### src/rtl/ov7670_pixel_capture.sv
// OV7670 capture back end: pairs RGB565 bytes into RGB332 pixels, crops to WIDTH x HEIGHT, writes the frame buffer.
// Define OV7670_TEST_PATTERN_EN to replace camera data with an x^y test pattern.
module ov7670_pixel_capture #(
  parameter int WIDTH  = 176,
  parameter int HEIGHT = 144,
  parameter int ADDR_W = 15
) (
  input  logic              PCLK,
  input  logic              reset,
  input  logic              VSYNC,
  input  logic              HREF,
  input  logic [7:0]        PIXEL_DATA,
  output logic [ADDR_W-1:0] WRITE_ADDR,
  output logic [7:0]        WRITE_DATA,
  output logic              WRITE_EN,
  output logic              FRAME_DONE
);

  localparam int XW = $clog2(WIDTH + 1);
  localparam int YW = $clog2(HEIGHT + 1);
  localparam int BW = ADDR_W + 1;

  localparam logic [XW-1:0] X_MAX     = XW'(WIDTH);
  localparam logic [YW-1:0] Y_MAX     = YW'(HEIGHT);
  localparam logic [BW-1:0] LINE_STEP = BW'(WIDTH);

  localparam logic [1:0] S_WAIT_VS_HIGH = 2'd0;
  localparam logic [1:0] S_WAIT_VS_LOW  = 2'd1;
  localparam logic [1:0] S_CAPTURE      = 2'd2;

  localparam logic PHASE_HI = 1'b0;
  localparam logic PHASE_LO = 1'b1;

`ifdef OV7670_TEST_PATTERN_EN
  function automatic logic [7:0] test_pattern(input logic [XW-1:0] x, input logic [YW-1:0] y);
    return 8'(x) ^ 8'(y);
  endfunction
`else
  function automatic logic [7:0] rgb332(input logic [5:0] rg, input logic [1:0] b);
    return {rg, b};
  endfunction
`endif

  logic [1:0]        state_q, state_d;
  logic              vsync_q, vsync_d;
  logic              href_q, href_d;
  logic              phase_q, phase_d;
  logic [XW-1:0]     x_q, x_d;
  logic [YW-1:0]     y_q, y_d;
  logic [BW-1:0]     base_q, base_d;
  logic              wr_en_q, wr_en_d;
  logic [ADDR_W-1:0] wr_addr_q, wr_addr_d;
  logic [7:0]        wr_data_q, wr_data_d;
  logic              frame_done_q, frame_done_d;
`ifndef OV7670_TEST_PATTERN_EN
  // Only the R3 and G3 source bits of the high byte are ever needed.
  logic [5:0]        hi_q, hi_d;
`endif

  logic vs_rise, vs_fall, href_fall, in_window;

  assign vs_rise   = VSYNC & ~vsync_q;
  assign vs_fall   = ~VSYNC & vsync_q;
  assign href_fall = ~HREF & href_q;
  assign in_window = (x_q < X_MAX) && (y_q < Y_MAX);

  always_comb begin
    state_d      = state_q;
    vsync_d      = VSYNC;
    href_d       = HREF;
    phase_d      = phase_q;
    x_d          = x_q;
    y_d          = y_q;
    base_d       = base_q;
    wr_en_d      = 1'b0;
    wr_addr_d    = wr_addr_q;
    wr_data_d    = wr_data_q;
    frame_done_d = 1'b0;
`ifndef OV7670_TEST_PATTERN_EN
    hi_d         = hi_q;
`endif

    case (state_q)
      S_WAIT_VS_HIGH: begin
        if (VSYNC) begin
          state_d = S_WAIT_VS_LOW;
        end
      end

      S_WAIT_VS_LOW: begin
        if (vs_fall) begin
          state_d = S_CAPTURE;
          x_d     = '0;
          y_d     = '0;
          base_d  = '0;
          phase_d = PHASE_HI;
        end
      end

      S_CAPTURE: begin
        if (vs_rise) begin
          // End of frame wins over any byte on the bus; a half pixel is dropped.
          state_d      = S_WAIT_VS_LOW;
          frame_done_d = 1'b1;
          phase_d      = PHASE_HI;
        end else if (HREF) begin
          if (phase_q == PHASE_HI) begin
`ifndef OV7670_TEST_PATTERN_EN
            hi_d    = {PIXEL_DATA[7:5], PIXEL_DATA[2:0]};
`endif
            phase_d = PHASE_LO;
          end else begin
            phase_d = PHASE_HI;
            if (in_window) begin
              wr_en_d   = 1'b1;
              wr_addr_d = ADDR_W'(base_q + BW'(x_q));
`ifdef OV7670_TEST_PATTERN_EN
              wr_data_d = test_pattern(x_q, y_q);
`else
              wr_data_d = rgb332(hi_q, PIXEL_DATA[4:3]);
`endif
            end
            if (x_q != X_MAX) begin
              x_d = x_q + 1'b1;
            end
          end
        end else if (href_fall) begin
          // A line only counts if it delivered a full pixel; base tracks y*WIDTH without a multiplier.
          phase_d = PHASE_HI;
          if (x_q != '0) begin
            x_d = '0;
            if (y_q != Y_MAX) begin
              y_d    = y_q + 1'b1;
              base_d = base_q + LINE_STEP;
            end
          end
        end
      end

      default: state_d = S_WAIT_VS_HIGH;
    endcase
  end

  always_ff @(posedge PCLK) begin
    if (reset) begin
      state_q      <= S_WAIT_VS_HIGH;
      vsync_q      <= 1'b0;
      href_q       <= 1'b0;
      phase_q      <= PHASE_HI;
      x_q          <= '0;
      y_q          <= '0;
      base_q       <= '0;
      wr_en_q      <= 1'b0;
      wr_addr_q    <= '0;
      wr_data_q    <= 8'h00;
      frame_done_q <= 1'b0;
    end else begin
      state_q      <= state_d;
      vsync_q      <= vsync_d;
      href_q       <= href_d;
      phase_q      <= phase_d;
      x_q          <= x_d;
      y_q          <= y_d;
      base_q       <= base_d;
      wr_en_q      <= wr_en_d;
      wr_addr_q    <= wr_addr_d;
      wr_data_q    <= wr_data_d;
      frame_done_q <= frame_done_d;
    end
  end

`ifndef OV7670_TEST_PATTERN_EN
  always_ff @(posedge PCLK) begin
    hi_q <= hi_d;
  end
`endif

  assign WRITE_ADDR = wr_addr_q;
  assign WRITE_DATA = wr_data_q;
  assign WRITE_EN   = wr_en_q;
  assign FRAME_DONE = frame_done_q;

endmodule

### config.mk
export PLATFORM = sky130hd
export DESIGN_NAME = ov7670_pixel_capture
export DESIGN_NICKNAME = d
export VERILOG_FILES = /design/src/rtl/ov7670_pixel_capture.sv
export SDC_FILE = /design/constraint.sdc
export NUM_CORES = 1
export LEC_CHECK = 0
export CAP_MARGIN = 5
export CELL_PAD_IN_SITES_DETAIL_PLACEMENT = 0
export CELL_PAD_IN_SITES_GLOBAL_PLACEMENT = 1
export CORE_ASPECT_RATIO = 0.9
export CORE_MARGIN = 2
export CORE_UTILIZATION = 38
export DETAILED_ROUTE_END_ITERATION = 10
export GPL_TIMING_DRIVEN = 1
export PLACE_DENSITY_LB_ADDON = 0.12
export SLEW_MARGIN = 10
export SYNTH_ARGS = -nofsm -noshare
export SYNTH_HDL_FRONTEND = slang
export SYNTH_SLANG_ARGS = --single-unit
### constraint.sdc
create_clock -name PCLK -period 2.08 [get_ports PCLK]
set_clock_uncertainty 0.1 [all_clocks]
set_input_delay 0.52 -clock PCLK [delete_from_list [all_inputs] [get_ports PCLK]]
set_output_delay 0.52 -clock PCLK [all_outputs]
set_load 0.02 [all_outputs]
**Word-level counts from Yosys, hierarchy flattened**

Cells that the tools add are included.

- Mux-type cells: 33
- Magnitude comparators: 2
- Bitwise logic cells: 9
- Add/subtract/negate cells: 4
- Equality and inequality tests: 17
- Reduce and logical (&&, ||, !) cells: 12

Operators by type and width:

| kind | count |
|---|---|
| $mux W16 | 6 |
| $mux W8 | 12 |
| $pmux W16 S2 | 1 |
| $pmux W8 S2 | 2 |
| $add A16 B8 Y16 const B | 1 |
| $add A8 B1 Y8 const B | 2 |
| $lt A8 B8 Y1 const B | 2 |
| $ne A2 B2 Y1 const B | 8 |
| $ne A8 B8 Y1 const B | 2 |
| $add A15 B8 Y15 | 1 |
| $reduce_and A7 Y1 | 2 |
| $ne A3 B3 Y1 const B | 4 |
| $reduce_bool A8 Y1 | 1 |
| $mux W1 | 7 |
| $mux W2 | 3 |
| $not A1 Y1 | 6 |
| $pmux W2 S3 | 1 |
| $reduce_and A3 Y1 | 2 |
| $reduce_and A5 Y1 | 1 |
| $reduce_or A5 Y1 | 1 |
| $ne A4 B4 Y1 const B | 1 |
| $reduce_and A4 Y1 | 1 |
| $and A1 B1 Y1 | 3 |
| $eq A2 B1 Y1 const B | 1 |
| other kinds (6) | 6 |

- Logic and storage cells: 89
- Bits of input ports: 12
- Output and inout port bits: 25
- Register bits after elaboration: 68

**Logic depth before layout (Yosys ltp)**

Gate-level depths: netlist (run 1).

- Depth after elaboration: 7
- Depth in mapped cells: 10
- Gate-level depth less buffers: 7

**Worst setup path after synthesis (run 1)**

Ideal clock, no wire load.

- Path type: reg2reg
- Start: register state_q[1]
- End: register y_q[7]
- Arrival time: 1.806 ns
- Setup time: 0.070 ns
- Cell stages (with the launch flop): 7
- Clock period less this slack: 1.977 ns
- Data required time: 1.910 ns
- Setup slack: 0.103 ns
- Path buffers: 0
- Cells stage by stage: dfxtp_1 inv_1 ha_1 o31ai_4 nand3_4 or4_1 a21oi_1

- Cells in the longest elaborated chain, start to end: 3
- Elaborated cells between the ends (all ways): 11
- Classes of those cells: eq/ne: 8; mux: 1; reduce/logical: 2

Ends and longest elaborated chain:

| what | RTL line | text |
|---|---|---|
| start, declared | 44 | `logic [1:0] state_q, state_d;` |
| start signal, assigned | 158 | `state_q <= state_d;` |
| $eq A2 B2 Y1 / $eq A2 B1 Y1 (equally long branches) | 83 | `case (state_q)` |
| $ne A2 B2 Y1 (no line) / $reduce_bool A2 Y1 (equally long branches) | -- |  |
| $reduce_and A7 Y1 (no line) | -- |  |
| end signal, assigned | 163 | `y_q <= y_d;` |
| end, declared | 49 | `logic [YW-1:0] y_q, y_d;` |

Several ways; a longest one is shown, not always the timed one.
A chain may end at the register's enable or synchronous reset.

**Worst setup path after layout (run 1)**

- Start: input HREF
- End: register base_q[11]

- Cells in the longest elaborated chain, start to end: 4
- Elaborated cells between the ends (all ways): 5
- Classes of those cells: eq/ne: 2; bitwise: 2; reduce/logical: 1

Ends and longest elaborated chain:

| what | RTL line | text |
|---|---|---|
| start, declared | 11 | `input logic HREF,` |
| $not A1 Y1 (no line) | -- |  |
| $and A1 B1 Y1 | 64 | `assign href_fall = ~HREF & href_q;` |
| $ne A2 B2 Y1 (no line) | -- |  |
| $reduce_and A7 Y1 (no line) * | -- |  |
| end signal, assigned | 164 | `base_q <= base_d;` |
| end, declared | 50 | `logic [BW-1:0] base_q, base_d;` |

Every way passes the cells marked *; elsewhere a longest branch is shown, timed or not.

==> results of run 1 <==
[per-layer routing]
metal,up-vias,wire length (um)
met4,0,54
met1,1349,3750
li1,1473,-
met2,51,3650
met5,-,0
met3,7,279
[sequential cells by signal (all words and copies together), names as in the netlist]
register and cells:
href_q 1, base_q 11, WRITE_ADDR 15, x_q 8
FRAME_DONE 1, phase_q 1, hi_q 6, vsync_q 1
y_q 8, WRITE_EN 1, state_q 2, WRITE_DATA 8
[worst register-to-register path: stages (launching register included)]
cell     delay (ns)
dfxtp_1        0.33
inv_1          0.06
ha_1           0.20
nor4b_2        0.19
nand2_1        0.12
buf_4          0.13
nand3_4        0.12
or4_4          0.54
a21oi_2        0.14
[final timing paths]
check,startpoint,to,slack (ns),cells past startpoint
worst min-delay path,hi_q[1],WRITE_DATA[3],0.39,2
worst max-delay path,HREF,base_q[11],0.09,7
worst max register to register,x_q[0],y_q[7],0.09,8
worst min register to register,hi_q[1],WRITE_DATA[3],0.39,2
[power by group through the flow]
stage	Combinational, mW	Sequential (mW)	Clock, mW
after global routing	0.688	1.28	0.990
after global placement	0.585	1.30	0
after floorplan	0.338	1.30	0
after detailed placement	0.592	1.30	0
after CTS	0.596	1.27	0.943
final	0.619	1.28	0.903
[layout make-up]
| class | instances | area [um^2] | share of cell area |
|---|---|---|---|
| Clock inverter | 6 | 37.5 | 0.00877 |
| Clock buffer | 10 | 128 | 0.0298 |
| Multi-Input combinational cell | 264 | 1810 | 0.424 |
| Tap cell | 99 | 124 | 0.0289 |
| Sequential cell | 63 | 1320 | 0.309 |
| Inverter | 17 | 63.8 | 0.0149 |
| Timing Repair Buffer | 89 | 790 | 0.185 |
[cells by family (layout without fill, tap and decap cells)]
logic type / after synthesis / count (layout)
simple gates: 129 / 129
mux: 18 / 18
xor+xnor: 11 / 11
compound gates: 90 / 90
fa+ha+maj: 15 / 15
other cells: 1 / 1
flops: 63 / 63
buf+inv: 39 / 122
[per-stage QoR]
step	hold WS, ns	worst slack, ns	util
global placement	0.363	-0.304	0.490
CTS	0.391	0.00127	0.511
global route	0.422	-0.0331	0.525
finish	0.388	0.0882	0.525
floorplan	0.356	0.103	-
detailed placement	0.373	-0.326	0.490
[cell usage in the layout, fill, tap and decap left out, types with 4 or more instances in the layout]
cell / instances
nand3b_1: 4
buf_4: 50
edfxtp_1: 6
nor3_1: 7
a31oi_1: 6
nand4_1: 6
nand2_1: 14
o21ai_0: 21
nor2_1: 44
xnor2_1: 4
and2_1: 5
or3_1: 8
ha_1: 12
nor2b_1: 6
a211oi_1: 10
nand3_1: 13
clkdlybuf4s50_1: 34
inv_1: 15
and3_1: 5
a41oi_1: 6
mux2i_1: 18
dfxtp_1: 55
clkbuf_8: 9
a21oi_1: 26
xor2_1: 7
[what timing repair did]
| item | CTS | global route |
|---|---|---|
| cloned | 0 | 1 |
| buffers inserted | 0 | 3 |
| pin swaps | 0 | 3 |
| resized for setup | 1 | 19 |
| endpoints found under the setup margin | 2 | 39 |
==> impl_metrics.csv, run 1 <==
group,metric,value,unit
cells_and_area,drive_gt1_frac,0.205,
clock_tree,cts_max_path_buffers,2,
synthesis,syn-num-nets,393,
global_routing,grt_antenna_before_repair,0,
drt,ant_nets,0,
global_routing,met1_usage,0.223,
placement,port-buffer-count,36,
synthesis,synth_top_family_by_area,"simple AND/OR/NAND/NOR gates",
clock_tree,hold_buffers,0,
clock_tree,cts_sinks,63,
pwr,leakage,1.54,nW
synthesis,synth_simple_gate_area_frac,0.211,
global_routing,grt_pass1_vias,2694,
placement,dp_cells,528,
synthesis,synth_commonest_cells,"dfxtp_1 (57), nor2_1 (44), a21oi_1 (28), o21ai_0 (21), mux2i_1 (18)",
synthesis,synthAdderAreaFrac,0.0579,
clock_tree,cts-root-buf,"clkbuf_8",
setup_path,cp-start-kind,"primary input",
timing,setup_viol_count_final,0,
drt,vias,2880,
floorplan,die_h,91.6,um
cells_and_area,diodes,0,
placement,place_congestion,0.796,
global_routing,met2_usage,0.274,
global_routing,gr-usage-all-layers,0.170,
cells_and_area,fin_nets,471,
placement,dp_hpwl,5540,um
pwr,combPwrFrac,0.221,
clock_tree,worstSkewPairLatency,0.34,ns
timing,grt_setup_unrepaired,"yes",
synthesis,avgSynthCellArea,8.85,um^2
synthesis,synth_edf_count,6,
setup_path,cpPeakStageDelay,0.44,ns
synthesis,synth_mux_area_frac,0.0556,
synthesis,netlist_area,3240,um^2
timing,slew_violations,0,
cells_and_area,layoutNonFillerInstCount,548,
synthesis,synthFlopType,"dfxtp_1",
timing,post-route-period-util,0.958,
setup_path,path_delay_family,"simple AND/OR/NAND/NOR gates",
global_routing,grt_overflow_total,0,
cells_and_area,synthToLayoutAreaGrowth,32.0,%
placement,placed_area,3990,um^2
synthesis,synthXorXnorAreaFrac,0.0297,
synthesis,synth.top_cells.by_area,"dfxtp_1 (35%), ha_1 (5.8%), mux2i_1 (5.6%)",
setup_path,cp_max_fo,11,
drt,vias_per_cell,5.26,
timing,finalCriticalPeriod,1.99,ns
pwr,seqPwrFrac,0.457,
pwr,total_power,2.80,mW
pwr,clkPwrFrac,0.322,
synthesis,synth_top_cell_area_share,0.352,
pwr,power.internal,1.97,mW
pwr,powerDensity,655,nW/um^2
setup_path,crit_chain,"clkdlybuf4s50_1 -> nand2b_4 -> a31oi_1 -> buf_4 -> nand2_1 -> or4_4 -> a21oi_2",
setup_path,cp_slowest_cell,"clkdlybuf4s50_1",
setup_path,end_kind,"register",
min_path,worst_hold_path_type,"register to register",
drt,drc,0,
synthesis,synthArstFlopShare,0,
synthesis,synth_compound_area_frac,0.183,
run_status,status,"finished clean",
synthesis,yosysWarnings,0,
global_routing,grt_pass1_wl,12600,um
pwr,peakVddDrop,0.000531,V
drt,firstDrtPassIters,5,
clock_tree,numCtsBuffers,9,
setup_path,required,2.26,ns
floorplan,die_area,9280,um^2
setup_path,critPathKind,"primary input to register",
cells_and_area,fin_area,4280,um^2
pwr,swShare,0.295,
floorplan,die_w,101,um
synthesis,ys_types,50,
cells_and_area,fillers,792,
timing,setup_tns,0,ns
clock_tree,h-tree-depth,3,
global_routing,grt_use_met3,0.0500,
floorplan,initial_core_util,0.398,
drt,wl_per_cell,14.1,um
synthesis,ys_seq_elements,63,
setup_path,path_buf_inv,2,
floorplan,rows,31,
timing,hold_viol_final,0,
drt,routed_wl,7730,um
global_routing,grt_start_max_net_pins,30,
pwr,p_sw,0.827,mW
run,cap_violations,0,
global_routing,top_usage_layer,"met2",
synthesis,yosysSeqAreaShare,0.408,
floorplan,core_area,8150,um^2
setup_path,arrival,2.17,ns
clock_tree,clk_pin_slew,0.07,ns
timing,fmax,0.502,GHz
synthesis,synth.most_common_cell,"dfxtp_1",
drt,first_iter_violations,76,
synthesis,syn_inst,366,
synthesis,yosysTopAreaCell,"dfxtp_1",
clock_tree,tritoncts,"yes",
floorplan,io_pins,37,
Note: power is estimated with default switching activity, not from simulation.
==> inputs of run 2 (changes only) <==
CELL_PAD_IN_SITES_DETAIL_PLACEMENT = 1   (was 0)
GPL_TIMING_DRIVEN = default   (was 1)
==> run 2 against run 1 <==
  * Sequential cell count unchanged
  * Global-route usage increased by 2.8 points
  * Maximum frequency is 0.54% lower
  * Highest routed layer unchanged
==> impl_metrics.csv, run 2 (same netlist as run 1, synthesis figures left out) <==
group,metric,value,unit
run_status,status,"finished clean",
global_routing,grt_start_max_net_pins,30,
cells_and_area,fin_nets,472,
drt,drc,0,
pwr,peakVddDrop,0.000496,V
setup_path,cp_max_fo,14,
setup_path,cp-start-kind,"primary input",
global_routing,grt_pass1_wl,14600,um
cells_and_area,multi_input_area,1870,um^2
cells_and_area,layout_commonest_cell,"dfxtp_1",
clock_tree,cts-root-buf,"clkbuf_8",
timing,whs,0.392,ns
cells_and_area,largest_reg_flops,15,
setup_path,end_kind,"register",
placement,place_congestion,0.796,
global_routing,gr-usage-all-layers,0.198,
floorplan,rows,31,
cells_and_area,seq_area,1320,um^2
cells_and_area,drive_gt1_frac,0.213,
floorplan,die_h,91.6,um
placement,pre_cts_ws,-0.381,ns
drt,wl_per_cell,16.4,um
timing,fmax,0.499,GHz
timing,post-route-period-util,0.963,
cells_and_area,synthToLayoutAreaGrowth,35.0,%
clock_tree,hold_buffers,0,
clock_tree,tritoncts,"yes",
cells_and_area,final_util,0.537,
cells_and_area,fillers,951,
timing,hold_viol_final,0,
timing,finalCriticalPeriod,2.00,ns
setup_path,rrSetupSlack,0.11,ns
floorplan,die_area,9280,um^2
floorplan,core_area,8150,um^2
global_routing,grt_pass1_vias,2960,
drt,first_iter_violations,87,
min_path,worst_hold_path_type,"register to register",
cells_and_area,diodes,0,
clock_tree,h-tree-depth,3,
drt,firstDrtPassIters,4,
timing,setup_viol_count_final,0,
setup_path,critPathKind,"primary input to register",
global_routing,grt_antenna_before_repair,0,
global_routing,grt_overflow_total,0,
run,cap_violations,0,
drt,vias,2971,
placement,port-buffer-count,36,
floorplan,initial_core_util,0.398,
setup_path,required,2.22,ns
timing,layout_setup_ws,0.0773,ns
clock_tree,cts_sinks,63,
drt,vias_per_cell,5.41,
clock_tree,numCtsBuffers,9,
drt,routed_wl,9000,um
clock_tree,worstSkewPairLatency,0.35,ns
timing,slew_violations,0,
clock_tree,clk_pin_slew,0.07,ns
clock_tree,cts_max_path_buffers,2,
timing,setup_tns,0,ns
setup_path,arrival,2.14,ns
cells_and_area,mostFrequentLayoutCells,"dfxtp_1 (55), buf_4 (50), nor2_1 (44)",
pwr,powerDensity,690,nW/um^2
drt,ant_nets,0,
pwr,leakage,1.57,nW
floorplan,die_w,101,um
floorplan,io_pins,37,
placement,dp_hpwl,6310,um
-- run 2: changes by cell type in the layout (fill, tap and decap cells not counted), moves of 2 or more --
| cell | previous run | this run |
|---|---|---|
| ha_4 | 1 | 4 |
| a31oi_1 | 6 | 4 |
| clkinvlp_4 | 3 | 0 |
| a31oi_2 | 0 | 2 |
| and3_2 | 0 | 2 |
| ha_1 | 12 | 10 |
| clkbuf_8 | 9 | 11 |
-- run 2: through the flow --
step                instance area (um^2)  instances  power, mW
CTS                                 4210        544       3.03
detailed placement                  3990        528       1.91
global route                        4380        549       3.17
floorplan                           3240        366       1.64
global placement                    3990        528       1.88
finish                              4380        549       3.02
-- run 2: worst paths after layout --
check | start | end | cells after the start
hold / removal | hi_q[5] | WRITE_DATA[7] | 2
setup / recovery | HREF | WRITE_DATA[0] | 8
hold reg to reg | hi_q[5] | WRITE_DATA[7] | 2
setup reg to reg | x_q[6] | WRITE_ADDR[14] | 6
-- run 2: layout make-up --
type                    count  share of cell area
flip-flops and latches     63               0.303
clock buffers              12              0.0355
repair buffers             90               0.181
multi-input cells         264               0.428
well taps                  99              0.0283
inverters                  17              0.0146
clock inverters             4              0.0103
-- run 2: power by group --
group          switching [mW]  internal (mW)  total, mW
Combinational           0.348          0.303      0.651
Sequential             0.0214           1.26       1.28
Clock                   0.476          0.613       1.09
Total                   0.845           2.17       3.02
-- run 2: layer usage --
layer  GRT usage  routed length (um)  vias up
met5           0                   0        -
met4      0.0574                 107        0
met3      0.0477                 266        6
met2       0.329                4420       45
met1       0.255                4210     1449
li1            -                   -     1471
-- run 2: timing repair --
item / 4_1_cts / 5_1_grt
cloned: 0 / 2
endpoints found under the hold margin: 0 / 0
pin swaps: 2 / 4
resized for setup: 6 / 21
setup endpoints to repair: 14 / 50
setup buffers: 0 / 3
-- run 2: critical path: stages --
cell and delay [ns]:
clkdlybuf4s50_1 0.50, buf_4 0.16, nand2_1 0.08, nor3_2 0.12, and3_2 0.28, clkbuf_16 0.21
mux2i_1 0.19, nor2_1 0.06
==> inputs of run 3 (changes only) <==
GPL_ROUTABILITY_DRIVEN = 0   (was default)
==> results of run 3 <==
Final layout, timing and power as in run 2 (identical DEF).
